$ cat src/rtl/mem_access_unit.sv
// mem_access_unit
// ---------------
// Initiator side of a byte-wide synchronous data memory. Takes one byte, half
// or word load/store from the CPU load/store path and breaks it into
// single-byte accesses. Big-endian: the byte at the base address is the most
// significant byte of the value. Loads are sign- or zero-extended to 32 bits.
//
// Optional feature macro: MISALIGN_TRAP_EN
//   defined   : misaligned half/word accesses skip the memory entirely and
//               complete with Done=1, Err=1 in the cycle after acceptance.
//   undefined : Err is tied low; misaligned accesses run at the given address.
//
// Ports
//   CLK       in   clock, rising edge
//   Reset     in   asynchronous active-low reset
//   Req       in   request strobe, sampled only while Ready=1
//   RW        in   1 = store, 0 = load
//   Size      in   00 byte, 01 half, 10/11 word
//   Unsigned  in   loads: 1 = zero-extend, 0 = sign-extend
//   Addr      in   base byte address (ADDR_W bits)
//   WData     in   store data, right-aligned
//   Ready     out  high only while idle
//   Done      out  one-cycle completion pulse
//   RData     out  last load result
//   Err       out  misalignment flag (see macro above)
//   MemEn     out  byte-port enable
//   MemWE     out  byte-port write enable
//   MemAddr   out  byte-port address (ADDR_W bits)
//   MemWData  out  byte-port write data
//   MemRData  in   byte-port read data, valid one cycle after the address
module mem_access_unit #(
  parameter int ADDR_W = 32
) (
  input  logic              CLK,
  input  logic              Reset,
  input  logic              Req,
  input  logic              RW,
  input  logic [1:0]        Size,
  input  logic              Unsigned,
  input  logic [ADDR_W-1:0] Addr,
  input  logic [31:0]       WData,
  output logic              Ready,
  output logic              Done,
  output logic [31:0]       RData,
  output logic              Err,
  output logic              MemEn,
  output logic              MemWE,
  output logic [ADDR_W-1:0] MemAddr,
  output logic [7:0]        MemWData,
  input  logic [7:0]        MemRData
);

  typedef enum logic [1:0] {
    S_IDLE,
    S_ACCESS,
    S_TAIL,
    S_DONE
  } state_t;

  state_t            state_reg, state_next;
  logic [1:0]        k_reg, k_next;
  logic              rw_reg;
  logic [1:0]        size_reg;
  logic              uns_reg;
  logic [ADDR_W-1:0] addr_reg;
  logic [31:0]       wdata_reg;
  logic [23:0]       shift_reg;
  logic [31:0]       rdata_reg;

  logic              accept;
  logic              trap;
  logic              misalign;
  logic [1:0]        last_k;
  logic [1:0]        byte_sel;
  logic              capture;
  logic [31:0]       assembled;
  logic [31:0]       extended;

  // Index of the final byte cycle for the latched size.
  always_comb begin
    last_k = 2'd3;
    case (size_reg)
      2'b00:   last_k = 2'd0;
      2'b01:   last_k = 2'd1;
      default: last_k = 2'd3;
    endcase
  end

`ifdef MISALIGN_TRAP_EN
  logic err_reg;

  // Evaluated on the live inputs because the decision is made at acceptance.
  always_comb begin
    misalign = 1'b0;
    if (Size == 2'b01)
      misalign = Addr[0];
    else if (Size[1])
      misalign = (Addr[1:0] != 2'b00);
  end

  assign Err = err_reg;
`else
  assign misalign = 1'b0;
  assign Err      = 1'b0;
`endif

  // Next-state logic.
  always_comb begin
    state_next = state_reg;
    k_next     = k_reg;
    accept     = 1'b0;
    trap       = 1'b0;
    case (state_reg)
      S_IDLE: begin
        if (Req) begin
          accept = 1'b1;
          k_next = 2'd0;
          if (misalign) begin
            trap       = 1'b1;
            state_next = S_DONE;
          end else begin
            state_next = S_ACCESS;
          end
        end
      end
      S_ACCESS: begin
        if (k_reg == last_k)
          state_next = rw_reg ? S_DONE : S_TAIL;
        else
          k_next = k_reg + 2'd1;
      end
      S_TAIL:  state_next = S_DONE;
      S_DONE:  state_next = S_IDLE;
      default: state_next = S_IDLE;
    endcase
  end

  // Read data lags the address by one cycle, so the byte for cycle k-1 is on
  // MemRData during cycle k (k>=1) and the last byte arrives during TAIL.
  assign capture   = ((state_reg == S_ACCESS) && (k_reg != 2'd0) && !rw_reg) ||
                     (state_reg == S_TAIL);
  assign assembled = {shift_reg, MemRData};

  always_comb begin
    extended = assembled;
    case (size_reg)
      2'b00:   extended = {{24{~uns_reg & assembled[7]}}, assembled[7:0]};
      2'b01:   extended = {{16{~uns_reg & assembled[15]}}, assembled[15:0]};
      default: extended = assembled;
    endcase
  end

  always_ff @(posedge CLK or negedge Reset) begin
    if (!Reset) begin
      state_reg <= S_IDLE;
      k_reg     <= 2'd0;
      rw_reg    <= 1'b0;
      size_reg  <= 2'b00;
      uns_reg   <= 1'b0;
      addr_reg  <= '0;
      wdata_reg <= 32'h0;
      shift_reg <= 24'h0;
      rdata_reg <= 32'h0;
`ifdef MISALIGN_TRAP_EN
      err_reg   <= 1'b0;
`endif
    end else begin
      state_reg <= state_next;
      k_reg     <= k_next;
`ifdef MISALIGN_TRAP_EN
      // Set only for the single DONE cycle that follows a trapped request.
      err_reg   <= trap;
`endif
      if (accept) begin
        rw_reg    <= RW;
        size_reg  <= Size;
        uns_reg   <= Unsigned;
        addr_reg  <= Addr;
        wdata_reg <= WData;
        shift_reg <= 24'h0;
      end else if (capture) begin
        shift_reg <= {shift_reg[15:0], MemRData};
      end
      if (state_reg == S_TAIL)
        rdata_reg <= extended;
    end
  end

  // Store byte order: cycle k sends byte (N-1-k) counted from the LSB.
  assign byte_sel = last_k - k_reg;

  always_comb begin
    MemWData = 8'h00;
    if (MemWE) begin
      case (byte_sel)
        2'd0: MemWData = wdata_reg[7:0];
        2'd1: MemWData = wdata_reg[15:8];
        2'd2: MemWData = wdata_reg[23:16];
        2'd3: MemWData = wdata_reg[31:24];
        default: MemWData = 8'h00;
      endcase
    end
  end

  // All port outputs decode from state so an asynchronous reset clears them
  // in the same instant it forces IDLE.
  assign Ready   = (state_reg == S_IDLE);
  assign Done    = (state_reg == S_DONE);
  assign MemEn   = (state_reg == S_ACCESS);
  assign MemWE   = MemEn & rw_reg;
  assign MemAddr = MemEn ? (addr_reg + ADDR_W'(k_reg)) : '0;
  assign RData   = rdata_reg;

  // trap is only consumed when the misalignment feature is built in.
  logic unused_trap;
  assign unused_trap = trap;

endmodule

$ cat config.mk
export PLATFORM = sky130hd
export DESIGN_NAME = mem_access_unit
export DESIGN_NICKNAME = d
export VERILOG_FILES = /design/src/rtl/mem_access_unit.sv
export SDC_FILE = /design/constraint.sdc
export NUM_CORES = 1
export LEC_CHECK = 0
export BUFFER_PORTS_ARGS = -buffer_cell sky130_fd_sc_hd__buf_2
export CAP_MARGIN = 10
export CORE_ASPECT_RATIO = 0.75
export CORE_MARGIN = 2
export CORE_UTILIZATION = 50
export CTS_BUF_LIST = sky130_fd_sc_hd__clkbuf_4
export CTS_CLUSTER_SIZE = 16
export DETAILED_ROUTE_END_ITERATION = 8
export PLACE_DENSITY = 0.79
export SYNTH_ARGS = -nofsm -noshare
export SYNTH_HDL_FRONTEND = slang
export SYNTH_SLANG_ARGS = --single-unit
$ cat constraint.sdc
create_clock -name CLK -period 3.05 [get_ports CLK]
set_clock_uncertainty 0.05 [all_clocks]
set_input_delay 0.61 -clock CLK [delete_from_list [all_inputs] [get_ports CLK]]
set_output_delay 0.61 -clock CLK [all_outputs]
set_load 0.05 [all_outputs]
### Word-level counts from Yosys, hierarchy flattened

Index checks and enable logic that the tools add are counted.

* register bits: 128
* bits of input ports: 79
* word-level logic and storage cells: 55

* $add $sub $neg: 3
* eq/ne operators: 11
* muxes and demuxes: 16
* bitwise logic cells: 4
* reductions and logical operators: 12

Operators with widths (number)
* 32-bit case mux with 2 select lines: 1
* 24-bit two-way mux: 2
* 32-bit by 2-bit adder with 32-bit output: 1
* 32-bit two-way mux: 1
* 8-bit case mux with 4 select lines: 1
* 2-bit == test (second input constant): 4
* 2-bit two-way mux: 4
* 8-bit two-way mux: 1
* 2-bit case mux with 2 select lines: 2
* 2-bit case mux with 4 select lines: 1
* 2-bit by 1-bit == test with 1-bit output (second input constant): 3
* 2-bit zero test: 3
* 2-bit nonzero test: 3
* 2-bit inequality test (second input constant): 2
* 1-bit bitwise AND: 3
* 1-bit two-way mux: 3
* 3-bit AND reduction: 1
* 2-bit by 1-bit adder with 2-bit output (second input constant): 1
* 2-bit == test: 1
* 1-bit logical AND: 2
* 2-bit by 1-bit inequality test with 1-bit output (second input constant): 1
* 2-bit AND reduction: 1
* 2-bit subtractor: 1
* 1-bit zero test: 1
* other kinds (2): 2

### Logic depth before layout (Yosys ltp)

* word-level depth: 6
* mapped depth: 9
* gate-level depth less buffers: 7

### Worst setup path before layout

No wires, ideal clock.

* path kind: register -> output
* start point: reg size_reg[1]
* end point: out MemWData[0]
* arrival: 3031 ps
* required time: 2390 ps
* path slack: -641 ps
* cell stages (with the launch flop): 10
* cells stage by stage: dfrtp_1 > clkbuf_1 > or2_2 > clkbuf_1 > inv_1 > ha_1 > xnor2_1 > buf_4 > mux2i_1 > o22ai_1

* cells in the longest elaborated chain, start to end: 6
* elaborated cells between the ends (all ways): 10
* those cells by class: 1 x add/sub; 4 x eq/ne; 3 x mux; 2 x reduce/logical

Ends and longest elaborated chain
* start: declaration: line 63 `logic [1:0] size_reg;`
* start signal: assignment: line 176 `size_reg <= Size;`
* 2-bit by 1-bit == test with 1-bit output or 2-bit zero test (tied branches): line 82 `case (size_reg)`
* 2-bit case mux with 2 select lines (*): line 82
* 2-bit subtractor (*): line 190 `assign byte_sel = last_k - k_reg;`
* 2-bit == test (tied with other cells): line 195 `case (byte_sel)`
* 8-bit case mux with 4 select lines (*): line 195
* 8-bit two-way mux (*): line 194 `if (MemWE) begin`
* end: declaration: line 49 `output logic [7:0] MemWData,`

Mark *: on every way between the ends. The rest lies on a longest branch, timed or not.

### Worst setup path in the final report

* start point: reg k_reg[1]
* end point: out MemAddr[19]

* cells in the longest elaborated chain, start to end: 2

Ends and longest elaborated chain
* start: declaration: line 61 `logic [1:0] k_reg, k_next;`
* start signal: assignment: line 169 `k_reg <= k_next;`
* 32-bit by 2-bit adder with 32-bit output: line 211 `assign MemAddr = MemEn ? (addr_reg + ADDR_W'(k_reg)) : '0;`
* 32-bit two-way mux: line 211
* end: declaration: line 48 `output logic [ADDR_W-1:0] MemAddr,`

No other way between the ends.

==> metrics.txt <==
crit-path max cell delay=0.51 ns; Adder-Cell Fraction of Synth Area=0.0195; area of the multi-input gates=approximately 0.0035 mm^2; cts bufs inserted=17; Mapped Nets=678; CTS Sinks=~130; slew of the pin with the lowest slew margin=0.592 ns; fillers=912; largest net degree at the start of global routing=61; Reg clk slew, reported paths=around 0.12 ns; area of the die=around 0.013 mm^2; share of layout cells above drive strength 1=0.498; Core Box Area=0.0122 mm^2; post-synthesis compound-gate area fraction=0.0909; # IOs=between 150 and 200; initial antenna violation count=1; DR WL/cell=around 17 um; Die Span Y=100 um; # setup viols final=22; CTS Hold Buffers Added=0; Hold WS=just over 0.01 ns; FP Rows=35; Antenna Nets Post-Route=0; Arr. time, crit path=roughly 2.8 ns; failing checks=negative setup slack; fin crit share=1.12; Design Area, Final=0.00857 mm^2; vias in the first global route=5234; register area share after synthesis=0.519; CP Max Fanout=4; DR iter-0 viols=290; hpwl dp=about 11000 um; crit-path cells=ha_1 > a21oi_2 > buf_4 > or4_4 > or4_4 > a21oi_4 > buf_6; total global-route track usage=0.247; RSZ-0062 raised after global routing=true; status=finished with violations; largest family of logic cells by synthesized area=multiplexers; prevailing post-synth register cell=dfrtp_1; Netlist cell types=between 40 and 50; Worst Setup Start Kind=flip-flop; f_max=0.293 GHz; Post-synth ARST share=1.00; Pins Over Slew Limit=0; Final GP Congestion=0.832; kind of cell adding the most delay to the critical path=simple AND/OR/NAND/NOR gates; post-synthesis xor/xnor area fraction=0.0185; multiplexer area fraction after synthesis=0.175; Cell Area, Synth=0.00617 mm^2; cells after synthesis=between 500 and 600; nets@finish=854; clk buf depth=2; Yosys reg bits=128; Antenna diodes=0; vias per cell=5.57; Pre-antenna DRT Iters=4; PortBufs=154; CP endpoint kind=output port; global-route wire length before repair=~26000 um; total gr overflow=0; min-delay worst type=input pin to async pin; DP Area=0.00747 mm^2; Critical Path Most Common Cell=or4_4; TritonCTS clock tree=built; Worst Setup Path Type=flip-flop to output port; H-tree Lvls=4; Area Growth Syn to Fin=39.0%; Die X=roughly 130 um; Clk Latency, worst-skew pair=roughly 0.52 ns; Storage cell area=between 0.003 and 0.004 mm^2; Hold Vio Cnt, Final=0; EDFF count, synth=0; Buf/Inv on CP=2; Simple-Gate Fraction of Synth Area=0.145; crit path max-delay cell type=or4_4; Worst EP required=2.39 ns; root buf cell=clkbuf_4; Max Cap Viol=0; warnings from Yosys=0; Synth Area per Inst=between 10 and 15 um^2; via count=5260; worst setup margin=-0.358 ns; Detailed Route WL=16500 um; Tmin final=about 3.4 ns; Slew headroom=0.605; drc violations=0; Initial Util=0.507
final cells by class:
type,count,area share
Clock buffer,17,0.0149
Clock inverter,15,0.0168
Inverter,15,0.00657
Multi-Input combinational cell,413,0.408
Sequential cell,128,0.374
Tap cell,166,0.0242
Timing Repair Buffer,191,0.155
routing by layer:
layer,track usage,wire length [um],up-vias
met5,0,11,-
met4,0.0902,391,2
met3,0.0677,978,40
met2,0.402,7990,181
met1,0.321,7150,2606
li1,-,-,2431
metrics by stage:
step	worst slack, ns	setup TNS (ns)	util	instances
2_1_floorplan	-0.0914	-0.154	-	590
5_1_grt	-0.481	-8.07	0.704	945
3_5_place_dp	-0.105	-0.494	0.614	898
3_3_place_gp	-0.0262	-0.0444	0.614	898
6_report	-0.358	-4.54	0.704	945
4_1_cts	-0.365	-4.35	0.690	942
Yosys cell counts, types with 2 or more instances:
cell type  count  area [um^2]
buf_4          2         15.0
clkbuf_1      28          105
o21ai_0       36          180
o22ai_1        8         50.1
and4_1         2         17.5
nor2b_1        3         18.8
xor2_1         3         26.3
o31ai_1        6         45.0
a21oi_1       47          235
nor3_1         5         25.0
mux2_2        77          867
nand3_1        9         45.0
mux2i_1       21          210
inv_1         14         52.6
nand4_1       13         81.3
or3_1         10         62.6
xnor2_1       10         87.6
or4_1          9         67.6
ha_1           8          100
buf_1          3         11.3
dfrtp_1      128         3200
nor2_1        43          161
nand2_1       76          285
and3_1         2         12.5
nand2b_1       4         25.0
and2_1         3         18.8
nor4_1         3         18.8
cells by family (layout without fill, tap and decap cells):
logic type,Yosys count,in the layout
and+or+nand+nor,188,189
DFF,128,128
AOI/OAI and AO/OA,103,103
muxes,98,98
buffers and inverters,50,238
xor gates and xnor gates,13,13
adders and majority gates,9,9
other,1,1
final timing paths:
kind | startpoint | endpoint | slack (ns) | cells after the start
max | k_reg[1] | MemAddr[19] | -0.36 | 7
min | Reset | wdata_reg[12] | 0.01 | 1
max reg2reg | state_reg[0] | shift_reg[7] | 0.63 | 6
min reg2reg | shift_reg[17] | shift_reg[17] | 0.44 | 2
max in group asynchronous | Reset | state_reg[0] | 2.15 | 2
min in group CLK | WData[13] | wdata_reg[13] | 0.26 | 2
layout by cell type, fill, tap and decap left out, types with 5 or more instances in the layout:
cell	n
dfrtp_1	126
buf_2	116
mux2_2	77
nand2_1	74
nor2_1	42
buf_4	36
o21ai_0	34
buf_6	33
a21oi_1	32
clkbuf_4	18
mux2i_4	15
inv_1	13
nand4_1	13
a21oi_4	11
or3_4	10
or4_4	10
xnor2_1	9
o22ai_4	7
nand3_1	6
ha_1	5
timing repair:
action                                 in CTS  in global routing
pin swaps                                  17                 15
gates cloned                                1                  1
resized for setup                         125                 44
setup endpoints to repair                  32                 37
endpoints found under the hold margin       0                  0
buffers inserted                           11                  4
Power is left out: the tool's default activity adds up to more than one toggle a clock period on the data nets, which glitch-free logic cannot reach.
